<file path="src/rtl/rcpu_io_pkg.sv">
// Shared definitions for the RCPU board I/O controller: mode encodings,
// CE state type and the LED page-width helper.
package rcpu_io_pkg;

    localparam logic [1:0] MODE_STEP = 2'b00;
    localparam logic [1:0] MODE_AUTO = 2'b01;
    localparam logic [1:0] MODE_RUN  = 2'b10;
    localparam logic [1:0] MODE_HOLD = 2'b11;

    // State codes equal the mode codes so the FSM can follow mode by a cast.
    typedef enum logic [1:0] {
        S_STEP = MODE_STEP,
        S_AUTO = MODE_AUTO,
        S_RUN  = MODE_RUN,
        S_HOLD = MODE_HOLD
    } ce_state_t;

    function automatic int num_pg(input int dbg_w, input int led_w);
        return dbg_w / led_w;
    endfunction

    function automatic int pg_w(input int dbg_w, input int led_w);
        return (num_pg(dbg_w, led_w) <= 1) ? 1 : $clog2(num_pg(dbg_w, led_w));
    endfunction

endpackage

</file>
<file path="src/rtl/btn_debounce.sv">
// Counter debouncer: the output toggles only after the input has differed
// from it for DB_CYCLES consecutive cycles; rise marks each 0->1 toggle.
module btn_debounce #(
    parameter int DB_CYCLES = 1_000_000
) (
    input  logic clk_100MHz,
    input  logic rst,
    input  logic din,
    output logic dout,
    output logic rise
);

    localparam int CW = $clog2(DB_CYCLES + 1);

    logic [CW-1:0] cnt;

    always_ff @(posedge clk_100MHz or negedge rst) begin
        if (!rst) begin
            cnt  <= '0;
            dout <= 1'b0;
            rise <= 1'b0;
        end else begin
            rise <= 1'b0;
            if (din == dout) begin
                cnt <= '0;
            end else if (cnt == CW'(DB_CYCLES - 1)) begin
                cnt  <= '0;
                dout <= ~dout;
                rise <= ~dout;
            end else begin
                cnt <= cnt + 1'b1;
            end
        end
    end

endmodule

</file>
<file path="src/rtl/board_io_ctrl.sv">
// Board I/O glue: button debounce, switch sync, CPU clock-enable generation
// and paged LED view of a switch-selected debug word.
module board_io_ctrl
    import rcpu_io_pkg::*;
#(
    parameter int SW_W      = 3,
    parameter int LED_W     = 8,
    parameter int DBG_W     = 32,
    parameter int DB_CYCLES = 1_000_000,
    parameter int AUTO_DIV  = 50_000_000,
    localparam int NUM_CH   = 2**SW_W,
    localparam int NUM_PG   = num_pg(DBG_W, LED_W),
    localparam int PG_W     = pg_w(DBG_W, LED_W)
) (
    input  logic                    clk_100MHz,
    input  logic                    rst,
    input  logic [1:0]              btn,
    input  logic [SW_W-1:0]         SW,
    input  logic [1:0]              mode,
    input  logic [NUM_CH*DBG_W-1:0] dbg_bus,
    output logic                    cpu_ce,
    output logic [LED_W-1:0]        LED,
    output logic [PG_W-1:0]         page,
    output logic [1:0]              btn_db,
    output logic [15:0]             step_cnt
);

    localparam int DIV_W = $clog2(AUTO_DIV);

    logic [1:0]       btn_s1, btn_s2, rise;
    logic [SW_W-1:0]  sw_s1, sw_s2, sel;
    logic [1:0]       mode_r;
    ce_state_t        state;
    logic [DIV_W-1:0] div;

    logic [NUM_CH-1:0][NUM_PG-1:0][LED_W-1:0] dbg_arr;
    assign dbg_arr = dbg_bus;

    // sel is a third switch stage so a change can be seen as sw_s2 != sel.
    always_ff @(posedge clk_100MHz or negedge rst) begin
        if (!rst) begin
            btn_s1 <= '0;
            btn_s2 <= '0;
            sw_s1  <= '0;
            sw_s2  <= '0;
            sel    <= '0;
            mode_r <= MODE_STEP;
        end else begin
            btn_s1 <= btn;
            btn_s2 <= btn_s1;
            sw_s1  <= SW;
            sw_s2  <= sw_s1;
            sel    <= sw_s2;
            mode_r <= mode;
        end
    end

    for (genvar i = 0; i < 2; i++) begin : g_db
        btn_debounce #(.DB_CYCLES(DB_CYCLES)) u_db (
            .clk_100MHz (clk_100MHz),
            .rst        (rst),
            .din        (btn_s2[i]),
            .dout       (btn_db[i]),
            .rise       (rise[i])
        );
    end

    always_ff @(posedge clk_100MHz or negedge rst) begin
        if (!rst) begin
            state  <= S_STEP;
            div    <= '0;
            cpu_ce <= 1'b0;
        end else if (state != ce_state_t'(mode_r)) begin
            state  <= ce_state_t'(mode_r);
            div    <= '0;
            cpu_ce <= 1'b0;
        end else begin
            case (state)
                S_STEP: cpu_ce <= rise[0];
                S_AUTO: begin
                    if (div == DIV_W'(AUTO_DIV - 1)) begin
                        div    <= '0;
                        cpu_ce <= 1'b1;
                    end else begin
                        div    <= div + 1'b1;
                        cpu_ce <= 1'b0;
                    end
                end
                S_RUN:   cpu_ce <= 1'b1;
                default: cpu_ce <= 1'b0;
            endcase
        end
    end

    always_ff @(posedge clk_100MHz or negedge rst) begin
        if (!rst) begin
            step_cnt <= '0;
        end else if (cpu_ce) begin
            step_cnt <= step_cnt + 16'd1;
        end
    end

    // A switch change takes priority over a page press in the same cycle.
    always_ff @(posedge clk_100MHz or negedge rst) begin
        if (!rst) begin
            page <= '0;
        end else if (sw_s2 != sel) begin
            page <= '0;
        end else if (rise[1]) begin
            page <= (page == PG_W'(NUM_PG - 1)) ? '0 : page + 1'b1;
        end
    end

    always_ff @(posedge clk_100MHz or negedge rst) begin
        if (!rst) begin
            LED <= '0;
        end else begin
            LED <= dbg_arr[sel][page];
        end
    end

endmodule
</file>
<file path="config.mk">
export PLATFORM = sky130hd
export DESIGN_NAME = board_io_ctrl
export DESIGN_NICKNAME = d
export VERILOG_FILES = /design/src/rtl/rcpu_io_pkg.sv /design/src/rtl/btn_debounce.sv /design/src/rtl/board_io_ctrl.sv
export SDC_FILE = /design/constraint.sdc
export NUM_CORES = 1
export LEC_CHECK = 0
export BUFFER_PORTS_ARGS = -buffer_cell sky130_fd_sc_hd__buf_2
export CORE_ASPECT_RATIO = 1.75
export CORE_MARGIN = 3
export CORE_UTILIZATION = 53
export CTS_CLUSTER_DIAMETER = 150
export CTS_CLUSTER_SIZE = 25
export DETAILED_ROUTE_END_ITERATION = 12
export PLACE_DENSITY_LB_ADDON = 0.08
export SLEW_MARGIN = 10
export SYNTH_ARGS = -nofsm -noshare
export SYNTH_HDL_FRONTEND = slang
export SYNTH_SLANG_ARGS = --single-unit
</file>
<file path="constraint.sdc">
create_clock -name clk_100MHz -period 3.7 [get_ports clk_100MHz]
set_clock_uncertainty 0.15 [all_clocks]
set_input_delay 0.37 -clock clk_100MHz [delete_from_list [all_inputs] [get_ports clk_100MHz]]
set_output_delay 0.37 -clock clk_100MHz [all_outputs]
set_load 0.01 [all_outputs]
</file>
## After elaboration in Yosys (flattened, before gate mapping)

Cells that the tools add are included.

- Output and inout port bits: 29
- Input bits: 265
- Word-level logic and storage cells: 65
- Bits in registers: 114

- Equality and inequality tests: 10
- Multiplexer cells: 21
- Reductions and logical operators: 5
- Bitwise gates (word level): 4
- Add/subtract/negate cells: 5
- Magnitude comparators: 2

Operator list:

| kind | number |
|---|---|
| $bmux 32 s3 | 1 |
| $mux 20 | 4 |
| $mux 26 | 3 |
| $add 20x1->20 const B | 2 |
| $eq 20x20->1 const B | 2 |
| $mux 32 | 1 |
| $add 26x1->26 const B | 1 |
| $eq 26x26->1 const B | 1 |
| $add 16x1->16 const B | 1 |
| $bmux 8 s2 | 1 |
| $mux 8 | 1 |
| $mux 1 | 6 |
| $mux 2 | 3 |
| $eq 2x2->1 const B | 2 |
| $lt 3x4->1 const B | 1 |
| $not 1->1 | 4 |
| $reduce_and 2->1 | 2 |
| $reduce_bool 2->1 | 2 |
| $lt 2x3->1 const B | 1 |
| $ne 3x3->1 | 1 |
| $pmux 1 s3 | 1 |
| $add 2x1->2 const B | 1 |
| $eq 1x1->1 | 2 |
| $eq 2x1->1 const B | 1 |
| other kinds (2) | 2 |

## Depth between registers and ports, before layout

Gate-level depths: netlist of run 1.

- Word-level depth: 4
- Depth in mapped cells: 8
- Depth with buffers taken out: 6

## Modules after synthesis

A second synthesis of run 1 with hierarchy kept.

- Cell total of the unflattened synthesis: 610
- Area, all modules: 7,161.9 um^2

By module, submodules not included:

| module | area an instance (um^2) | cells an instance | seq. area each (um^2) | times used |
|---|---|---|---|---|
| board_io_ctrl | 4,989.8 | 382 | 1,751.7 | 1 |
| btn_debounce | 1,086.0 | 114 | 550.5 | 2 |

## Least setup slack after synthesis of run 1

No wires, ideal clock.

- Kind: reg2reg
- From: register g_db[1].u_db.cnt[0]
- To: register g_db[1].u_db.cnt[11]
- Setup time: 0.121 ns
- Data required time: 3.429 ns
- Setup slack: 1.491 ns
- Data arrival time: 1.938 ns
- Period minus slack after synthesis: 2.209 ns
- Path buffers: 2
- Stages on the path, launching flop included: 9
- Cell sequence: dfrtp_1 -> ha_1 -> and4_1 -> nand2_1 -> or4_1 -> clkbuf_1 -> nand2_2 -> buf_2 -> nor2_1

- Word-level cells in the longest chain between the ends: 3
- Elaborated cells between the ends (all ways): 4
- Those cells by class: 1 x add/sub; 1 x eq/ne; 2 x mux

RTL lines:

| what | RTL line | text |
|---|---|---|
| from (decl) | btn_debounce.sv:15 | `logic [CW-1:0] cnt;` |
| from (signal assigned) | btn_debounce.sv:31 | `cnt <= cnt + 1'b1;` |
| $add 20x1->20 / $eq 20x20->1 (equally long branches) | btn_debounce.sv:31, btn_debounce.sv:26 |  |
| $mux 20 * | btn_debounce.sv:26 | `end else if (cnt == CW'(DB_CYCLES - 1)) begin` |
| $mux 20 * | btn_debounce.sv:24 | `if (din == dout) begin` |

Every way passes the cells marked *; elsewhere a longest branch is shown, timed or not.
A chain may end at the register's enable or synchronous reset.

## Final worst setup path of run 1

- From: register state[0]
- To: register div[2]

- Word-level cells in the longest chain between the ends: 2
- Elaborated cells between the ends (all ways): 4
- Those cells by class: 2 x eq/ne; 1 x mux; 1 x reduce/logical

RTL lines:

| what | RTL line | text |
|---|---|---|
| from (decl) | board_io_ctrl.sv:33 | `ce_state_t state;` |
| from (signal assigned) | board_io_ctrl.sv:74 | `state <= ce_state_t'(mode_r);` |
| $ne 2x2->1 / $eq 2x1->1 (equally long branches) | board_io_ctrl.sv:73, board_io_ctrl.sv:78 |  |
| $mux 26 / $reduce_bool 2->1 (equally long branches) | n/a |  |
| to (signal assigned) | board_io_ctrl.sv:85 | `div <= div + 1'b1;` |
| to (decl) | board_io_ctrl.sv:34 | `logic [DIV_W-1:0] div;` |

Several ways; a longest one is shown, not always the timed one.

==> key figures, run 1 <==
GRT
  • Busiest metal layer after global routing: met2
  • Met3 Track Usage GR: under 10%
  • Total routing resource utilization after global routing: 34.1%
  • Number of antenna violations at the first check in global routing: 9
  • Pin count of the biggest net entering global routing: between 70 and 80
  • Sum of overflow across all layers after global routing: 0
  • Fraction of met2 tracks used by global routing: a little under three fifths
  • Wire length of the first global-routing pass: a little under 40000 microns
  • Grt met1 use: roughly two fifths
  • Via count of the first global-routing pass: 7152

Clocking
  • Total clock buffers created by CTS: 17
  • Max Buffers Root-to-Sink: 2
  • Sinks on Clock Net: around 110
  • TritonCTS clock tree: built
  • Root Buffer Master: sky130_fd_sc_hd__clkbuf_16
  • Deepest level of the CTS H-tree: 4
  • CTS clock-pin slew for the worst setup and hold paths: roughly 0.05 ns
  • Worst skew pair latency: 0.41 ns

Layout
  • Final Net Count: around 1200
  • Fillcell total: around 1000
  • Layout-stage area growth over the synthesis result: 30.8%
  • Fraction of final layout cells sized beyond drive strength 1: a little over two fifths
  • Post-route cell area: approximately 0.0095 sq mm

Logic synthesis
  • Post-synthesis sequential area ratio: around two fifths
  • Synth Area per Inst: 10.6 sq um
  • Synth top area share: 39.5%
  • Post-Syn Nets: 950
  • Yosys Warn Count: 0
  • #FFs+latches synth: approximately 110
  • Top cells by area in the synthesized netlist: sky130_fd_sc_hd__dfrtp_1 39%, sky130_fd_sc_hd__mux4_2 15%, sky130_fd_sc_hd__mux2i_1 4.4%
  • Synth Flop Type: sky130_fd_sc_hd__dfrtp_1
  • Post-synthesis instance area: slightly above 0.007 sq mm
  • Fraction of registers with async set/reset: between 90% and 100%
  • Syn Inst Count: around 700
  • Cell accounting for the most synthesized area: sky130_fd_sc_hd__dfrtp_1
  • Number of flops mapped to enable cells by yosys: 0
  • Number of distinct library cell variants in the gate-level netlist after synthesis: 54

Pwr
  • Switching power of the nets: about 850 uW
  • Total Power Consumption: 3.42 mW
  • Static Leakage: between 4 and 5 nW
  • Internal power consumption: ~2.6 mW
  • Clk pwr share: between 40% and 50%
  • Share of total power consumed by net switching: 24.7%
  • Maximum VDD drop: between 0.4 and 0.5 mV
  • Register share of total power: 39.8%
  • Power per Cell Area: roughly 360 mW/mm^2
  • Combinational Power Share: between 10% and 20%

Route
  • Starting DRC count in detailed routing: approximately 580
  • Total length of routed wires: between 20000 and 30000 microns
  • Routed Antenna Nets: 0
  • DR DRC count: 0
  • Vias post-DR: between 7000 and 8000
  • Average via count per standard cell: around 6.0
  • Drt pass-1 iters: 5
  • Wire per inst: 22.1 microns

Worst setup path
  • Worst Setup EP: div[2]$_DFFE_PN0P_
  • Worst-case reg-to-reg path depth: 5
  • Critical Path RT: 3.87 ns
  • Kind of end point of the critical path: register
  • Startpoint of the most critical register-to-register path: state[0]$_DFFE_PN0N_
  • Worst setup startpoint: state[0]$_DFFE_PN0N_
  • Path type of the worst setup path: reg2reg
  • Worst setup SP type: register
  • Endpoint of the worst-slack reg-to-reg timing path: div[2]$_DFFE_PN0P_
  • R2r setup slk: roughly 1.1 ns
  • Max Fanout on Critical Path: 17
  • Signal arrival time at the worst endpoint: 2.81 ns

Floorplanning
  • Number of cell rows: between 50 and 60
  • Starting utilization of the core area: 55.0%
  • Horiz. Die Dim: 94.3 microns
  • Number of placed I/O pins: 294
  • Core area: around 0.013 sq mm
  • Die area: 0.0151 sq mm
  • Die Y-Extent: approximately 160 microns

Placement
  • HPWL after detailed placement: about 20000 microns
  • Placed instance area: around 0.009 sq mm
  • IO Port Bufs: slightly below 300
  • Placer Congestion: 0.988

STA
  • Period minus WS final: ~2.6 ns
  • Setup TNS: 0 ns
  • Transition time at the pin with the least slew margin: ~1.1 ns
  • Peak Freq: between 0.3 and 0.4 GHz
  • Final hold viol count: 0
  • Worst hold margin: between 0.15 and 0.2 ns
  • RSZ-0062 raised after global routing: false
  • Final worst-path cycle share: a little under three quarters
  • Max-slew headroom at the worst pin: between 20% and 30%
  • Count of pins over their slew limit: 0
  • Final-report setup violation count: 0

Job
  • Maxcap violations: 0

Min path
  • Hold Path Class: reg2reg
  • Number of stages on the worst hold path: 0
  • Startpoint of the most critical hold path: sw_s1[2]$_DFF_PN0_

Run status
  • Status: finished, final reports clean
power groups by stage:
stage / logic [mW] / registers (mW) / clock network [mW]
floorplan: 0.261 / 1.36 / 0
global placement: 0.490 / 1.38 / 0
detailed placement: 0.504 / 1.38 / 0
CTS: 0.513 / 1.36 / 1.56
global route: 0.559 / 1.37 / 1.62
finish: 0.516 / 1.36 / 1.54
flip-flops by register name, indices dropped and copies added (netlist names), 3 cells and up:
register / count
g_db.u_db.cnt: 40
div: 26
step_cnt: 16
LED: 8
sel: 3
sw_s1: 3
sw_s2: 3
per-layer routing:
metal  vias to the layer above  share of wire [%]
li1                       3115                  -
met1                      3461                 35
met2                       375                 51
met3                        66                9.2
met4                         0                4.4
met5                         -                  0
worst min path at each step:
stage                               to
detailed placement  sw_s2[2]$_DFF_PN0_
CTS                 sw_s2[2]$_DFF_PN0_
floorplan             LED[0]$_DFF_PN0_
global placement    sw_s2[2]$_DFF_PN0_
finish              sw_s2[2]$_DFF_PN0_
global route        sw_s2[1]$_DFF_PN0_
metrics by stage:
stage                     utilization [%]  std cells  setup slack, ns
after global routing                 71.9       1160            0.875
after floorplan                         -        680             1.49
after CTS                            71.8       1151             1.01
final                                71.9       1160             1.06
after detailed placement             66.9       1112             1.03
after global placement               66.9       1112             1.10
final cells by class:
class / instances / area (sq um) / share of cell area (%)
Inverter: 12 / 45.0 / 0.476
Tap cell: 171 / 214 / 2.26
Clock inverter: 11 / 114 / 1.20
Multi-Input combinational cell: 514 / 4150 / 43.8
Timing Repair Buffer: 309 / 1610 / 17.0
Antenna cell: 9 / 22.5 / 0.238
Sequential cell: 114 / 2860 / 30.2
Clock buffer: 20 / 447 / 4.72
synth_stat cells, types with 7 or more instances:
library cell and count:
sky130_fd_sc_hd__nand3_1 34, sky130_fd_sc_hd__xnor2_1 33, sky130_fd_sc_hd__nor2_1 74, sky130_fd_sc_hd__mux2i_1 32, sky130_fd_sc_hd__a211oi_1 7, sky130_fd_sc_hd__nand4_1 22, sky130_fd_sc_hd__a21oi_1 30, sky130_fd_sc_hd__xor2_1 34
sky130_fd_sc_hd__dfrtp_1 114, sky130_fd_sc_hd__nor3_1 10, sky130_fd_sc_hd__nand2_1 46, sky130_fd_sc_hd__nor2b_1 10, sky130_fd_sc_hd__inv_1 12, sky130_fd_sc_hd__nor4_1 12, sky130_fd_sc_hd__o21ai_0 13, sky130_fd_sc_hd__mux2_2 19
sky130_fd_sc_hd__and3_1 12, sky130_fd_sc_hd__mux4_2 49, sky130_fd_sc_hd__buf_2 11, sky130_fd_sc_hd__clkbuf_1 23, sky130_fd_sc_hd__a221oi_1 15
worst max-delay path, cell delays in order, from the launching register on:
cell and delay [ns]:
sky130_fd_sc_hd__dfrtp_1 0.43, sky130_fd_sc_hd__or2_2 0.33, sky130_fd_sc_hd__a21o_2 0.29, sky130_fd_sc_hd__a31oi_2 0.71, sky130_fd_sc_hd__nand2_1 0.38, sky130_fd_sc_hd__o22ai_1 0.27
timing repair:
action | CTS | global route
hold endpoints to repair | 60 | 0
resized for setup | 0 | 0
buffers inserted | 0 | 0
hold buffers | 8 | 0
endpoints found under the setup margin | 0 | 0
placed cells by master (no fill, tap or decap), types with 12 or more instances in the layout:
cell                        instances
sky130_fd_sc_hd__dfrtp_1          112
sky130_fd_sc_hd__o21ai_0           13
sky130_fd_sc_hd__xnor2_1           33
sky130_fd_sc_hd__nor4_1            12
sky130_fd_sc_hd__buf_2            292
sky130_fd_sc_hd__nand4_1           22
sky130_fd_sc_hd__xor2_1            34
sky130_fd_sc_hd__a221oi_1          15
sky130_fd_sc_hd__mux2i_1           32
sky130_fd_sc_hd__a21oi_1           30
sky130_fd_sc_hd__nand2_1           46
sky130_fd_sc_hd__nor2_1            74
sky130_fd_sc_hd__inv_1             12
sky130_fd_sc_hd__mux4_2            49
sky130_fd_sc_hd__mux2_2            19
sky130_fd_sc_hd__clkbuf_16         17
sky130_fd_sc_hd__nand3_1           34
sky130_fd_sc_hd__and3_1            12
cell families after synthesis:
logic type	after synthesis	synth area share, %
fa+ha+maj	5	0.865
xor+xnor	67	8.12
mux	100	22.7
flops	114	39.5
compound gates	86	7.60
buf+inv	52	3.20
simple gates	256	18.1
Power figures use the tool's default switching activity.
==> inputs of run 2 (changes only) <==
--- a/config.mk
+++ b/config.mk
@@ -5,10 +5,11 @@
 export SDC_FILE = /design/constraint.sdc
 export NUM_CORES = 1
 export LEC_CHECK = 0
+export ABC_AREA = 1
 export BUFFER_PORTS_ARGS = -buffer_cell sky130_fd_sc_hd__buf_2
 export CORE_ASPECT_RATIO = 1.75
 export CORE_MARGIN = 3
-export CORE_UTILIZATION = 53
+export CORE_UTILIZATION = 51
 export CTS_CLUSTER_DIAMETER = 150
 export CTS_CLUSTER_SIZE = 25
 export DETAILED_ROUTE_END_ITERATION = 12
==> constraint.sdc (replaced) <==
create_clock -name clk_100MHz -period 2.7 [get_ports clk_100MHz]
set_clock_uncertainty 0.15 [all_clocks]
set_input_delay 0.27 -clock clk_100MHz [delete_from_list [all_inputs] [get_ports clk_100MHz]]
set_output_delay 0.27 -clock clk_100MHz [all_outputs]
set_load 0.01 [all_outputs]
==> run 2 against run 1 <==
  * Non-clock buffer count increased by 6
  * Critical path type unchanged
  * Critical path depth up 5
  * Sequential cell count stayed put
  * Synthesized cell count is 95% higher
  * Highest routed layer unchanged
  * Count of clock-buffer cells in the layout shrank 2
  * Largest power group unchanged
  * Combinational power rose by 66%
  * Critical endpoint is now LED[3]$_DFF_PN0_
==> key figures, run 2 <==
Route
  • Total length of routed wires: 29800 microns
  • Drt pass-1 iters: 5
  • Starting DRC count in detailed routing: 460
  • Average via count per standard cell: roughly 5.4
  • Vias post-DR: ~9700
  • Wire per inst: around 17 microns
  • Routed Antenna Nets: 0
  • DR DRC count: 0

Logic synthesis
  • Post-Syn Nets: between 1500 and 2000
  • Top cells by area in the synthesized netlist: sky130_fd_sc_hd__dfrtp_1 34%, sky130_fd_sc_hd__nand2_1 24%, sky130_fd_sc_hd__nand3_1 15%
  • Synth top area share: about 34%
  • #FFs+latches synth: roughly 110
  • Post-synthesis sequential area ratio: approximately 34%
  • Synth Area per Inst: ~6.3 sq um
  • Cell accounting for the most synthesized area: sky130_fd_sc_hd__dfrtp_1
  • Number of flops mapped to enable cells by yosys: 0
  • Leading cell type by number of instances after synthesis: sky130_fd_sc_hd__nand2_1
  • Yosys Warn Count: 0
  • Commonest cells in the synthesized netlist: 524 x sky130_fd_sc_hd__nand2_1, 243 x sky130_fd_sc_hd__nand3_1, 117 x sky130_fd_sc_hd__nor2_1, 114 x sky130_fd_sc_hd__dfrtp_1, 94 x sky130_fd_sc_hd__inv_1
  • Post-synthesis instance area: 0.00834 sq mm
  • Synth Flop Type: sky130_fd_sc_hd__dfrtp_1
  • Number of distinct library cell variants in the gate-level netlist after synthesis: 36
  • Syn Inst Count: about 1300
  • Fraction of registers with async set/reset: 100%

Floorplanning
  • Number of cell rows: between 60 and 70
  • Starting utilization of the core area: 52.3%
  • Die Y-Extent: 175 microns
  • Core area: between 0.015 and 0.02 sq mm
  • Number of placed I/O pins: approximately 300
  • Horiz. Die Dim: slightly above 100 microns
  • Die area: ~0.018 sq mm

Worst setup path
  • Endpoint of the worst-slack reg-to-reg timing path: LED[3]$_DFF_PN0_
  • Buffer and inverter count on the worst path: 2
  • Max Fanout on Critical Path: 39
  • Critical Path RT: ~2.9 ns
  • Worst-case reg-to-reg path depth: 10
  • Worst Setup EP: LED[3]$_DFF_PN0_
  • Count of cell instances traversed by the critical path: 10
  • Top delay family on crit path: buffers and inverters
  • Worst setup SP type: register
  • Critical path cell sequence: clkinv_2, buf_12, nand2_1, nand3_1, nand3_1, nand2_1, nand2_1, nand2_1, nand2_1, nand2_1
  • Signal arrival time at the worst endpoint: approximately 2.3 ns
  • Startpoint of the most critical register-to-register path: sel[0]$_DFF_PN0_
  • Cell repeated most along the worst path: sky130_fd_sc_hd__nand2_1
  • Crit-path max cell delay: about 0.44 ns
  • Kind of end point of the critical path: register
  • Worst setup startpoint: sel[0]$_DFF_PN0_
  • R2r setup slk: 0.56 ns
  • Slowest cell on the critical path: sky130_fd_sc_hd__dfrtp_4
  • Path type of the worst setup path: reg2reg

Clocking
  • Total clock buffers created by CTS: 17
  • Max Buffers Root-to-Sink: 2
  • TritonCTS clock tree: built
  • Root Buffer Master: sky130_fd_sc_hd__clkbuf_16
  • Post-CTS setup-driven buffer insertion count: 0
  • Deepest level of the CTS H-tree: 4
  • Sinks on Clock Net: about 110
  • Worst skew pair latency: 0.42 ns
  • CTS clock-pin slew for the worst setup and hold paths: 0.06 ns

STA
  • RSZ-0062 raised after global routing: false
  • Final worst-path cycle share: between 70% and 80%
  • Final-report setup violation count: 0
  • Final hold viol count: 0
  • Transition time at the pin with the least slew margin: 0.732 ns
  • Max-slew headroom at the worst pin: approximately 50%
  • Peak Freq: 0.467 GHz
  • Setup ws final: between 0.5 and 0.6 ns
  • Setup TNS: 0 ns
  • Count of pins over their slew limit: 0
  • Period minus WS final: between 2 and 2.5 ns

Pwr
  • Maximum VDD drop: 0.472 mV
  • Switching power of the nets: about 1.4 mW
  • Power per Cell Area: 474 mW/mm^2
  • Clk pwr share: about 47%
  • Register share of total power: between 30 and 40%
  • Combinational Power Share: 17.0%
  • Internal power consumption: about 3.6 mW
  • Static Leakage: around 5.5 nW
  • Share of total power consumed by net switching: 28.2%

Run status
  • Status: finished, final reports clean

Layout
  • Commonest cells after routing, fill and taps aside: 524 x sky130_fd_sc_hd__nand2_1, 292 x sky130_fd_sc_hd__buf_2, 243 x sky130_fd_sc_hd__nand3_1
  • Number of flip-flops in the largest register: 40
  • Reg with most FFs: g_db.u_db.cnt
  • Registers with the most flip-flops: g_db.u_db.cnt: 40 flops, div: 26 flops, step_cnt: 16 flops
  • Cell Count, Final, Fillers Out: approximately 1800
  • Layout-stage area growth over the synthesis result: 27.3%
  • Most frequent standard cell in the layout excluding fill and tap cells: sky130_fd_sc_hd__nand2_1
  • Fraction of final layout cells sized beyond drive strength 1: between 20% and 30%
  • Final Net Count: 1863

Placement
  • Post-Place Cells: ~1800
  • Worst-case setup slack after placement: 0.591 ns
  • Placer Congestion: between 0.9 and 1
  • HPWL after detailed placement: around 23000 microns
  • IO Port Bufs: 293

GRT
  • Sum of overflow across all layers after global routing: 0
  • Number of antenna violations at the first check in global routing: 1
  • Total routing resource utilization after global routing: about a third
  • Wire length of the first global-routing pass: about 45000 microns
  • Pin count of the biggest net entering global routing: 130
  • Via count of the first global-routing pass: around 9000

Job
  • Maxcap violations: 0

Min path
  • Hold Path Class: reg2reg
-- run 2: power by group through the flow --
stage / Sequential [mW] / Combinational [mW] / Clock (mW)
floorplan: 1.86 / 0.420 / 0
global placement: 1.85 / 0.835 / 0
detailed placement: 1.85 / 0.836 / 0
CTS: 1.82 / 0.855 / 2.38
global route: 1.83 / 0.947 / 2.46
finish: 1.82 / 0.857 / 2.35
-- run 2: how the worst min path moves through the flow --
stage	startpoint	end	slack, ns	cells after the start
2_1_floorplan	rst	LED[0]$_DFF_PN0_	-0.18	0
4_1_cts	btn_s1[0]$_DFF_PN0_	btn_s2[0]$_DFF_PN0_	0.20	0
3_3_place_gp	rst	step_cnt[15]$_DFFE_PN0P_	0.14	1
5_1_grt	btn_s1[0]$_DFF_PN0_	btn_s2[0]$_DFF_PN0_	0.20	0
3_5_place_dp	rst	step_cnt[15]$_DFFE_PN0P_	0.14	1
6_report	btn_s1[0]$_DFF_PN0_	btn_s2[0]$_DFF_PN0_	0.20	0
-- run 2: final cells by class --
type | instances | area (sq um)
diodes | 1 | 2.50
clock buffers | 18 | 439
clock inverters | 14 | 178
fillers | 1532 | 5340
inverters | 101 | 382
multi-input cells | 1044 | 4790
flip-flops and latches | 114 | 2860
well taps | 189 | 236
repair buffers | 315 | 1730
-- run 2: logic make-up (layout without fill, tap and decap cells) --
logic type               Yosys count  in the layout  share of synthesized area [%]
adder cells (fa/ha/maj)            5              5                          0.751
flip-flops                       114            114                           34.2
AND/OR/NAND/NOR                  974            974                           50.8
XOR/XNOR                          39             39                           4.10
AO/OA/AOI/OAI                     26             26                           1.74
buffers and inverters            165            448                           8.35
other                              0              1                              0
-- run 2: what timing repair did --
action / in CTS / in global routing
hold buffers: 8 / 0
hold endpoints to repair: 48 / 0
resized for setup: 0 / 0
-- run 2: per-stage QoR --
| stage | area, sq um | util, % | power [mW] | hold slack (ns) |
|---|---|---|---|---|
| global route | 10600 | 66.5 | 5.24 | 0.205 |
| finish | 10600 | 66.5 | 5.03 | 0.196 |
| floorplan | 8340 | - | 2.28 | -0.176 |
| CTS | 10600 | 66.5 | 5.06 | 0.199 |
| global placement | 9910 | 62.1 | 2.69 | 0.143 |
| detailed placement | 9910 | 62.1 | 2.69 | 0.142 |
-- run 2: metal layers --
metal	track usage, %	vias to the layer above	part of all wire [%]
met5	0	-	0
met4	15.1	0	4.6
met3	6.11	101	6.8
met2	58.8	384	53
met1	35.0	4450	36
li1	-	4768	-
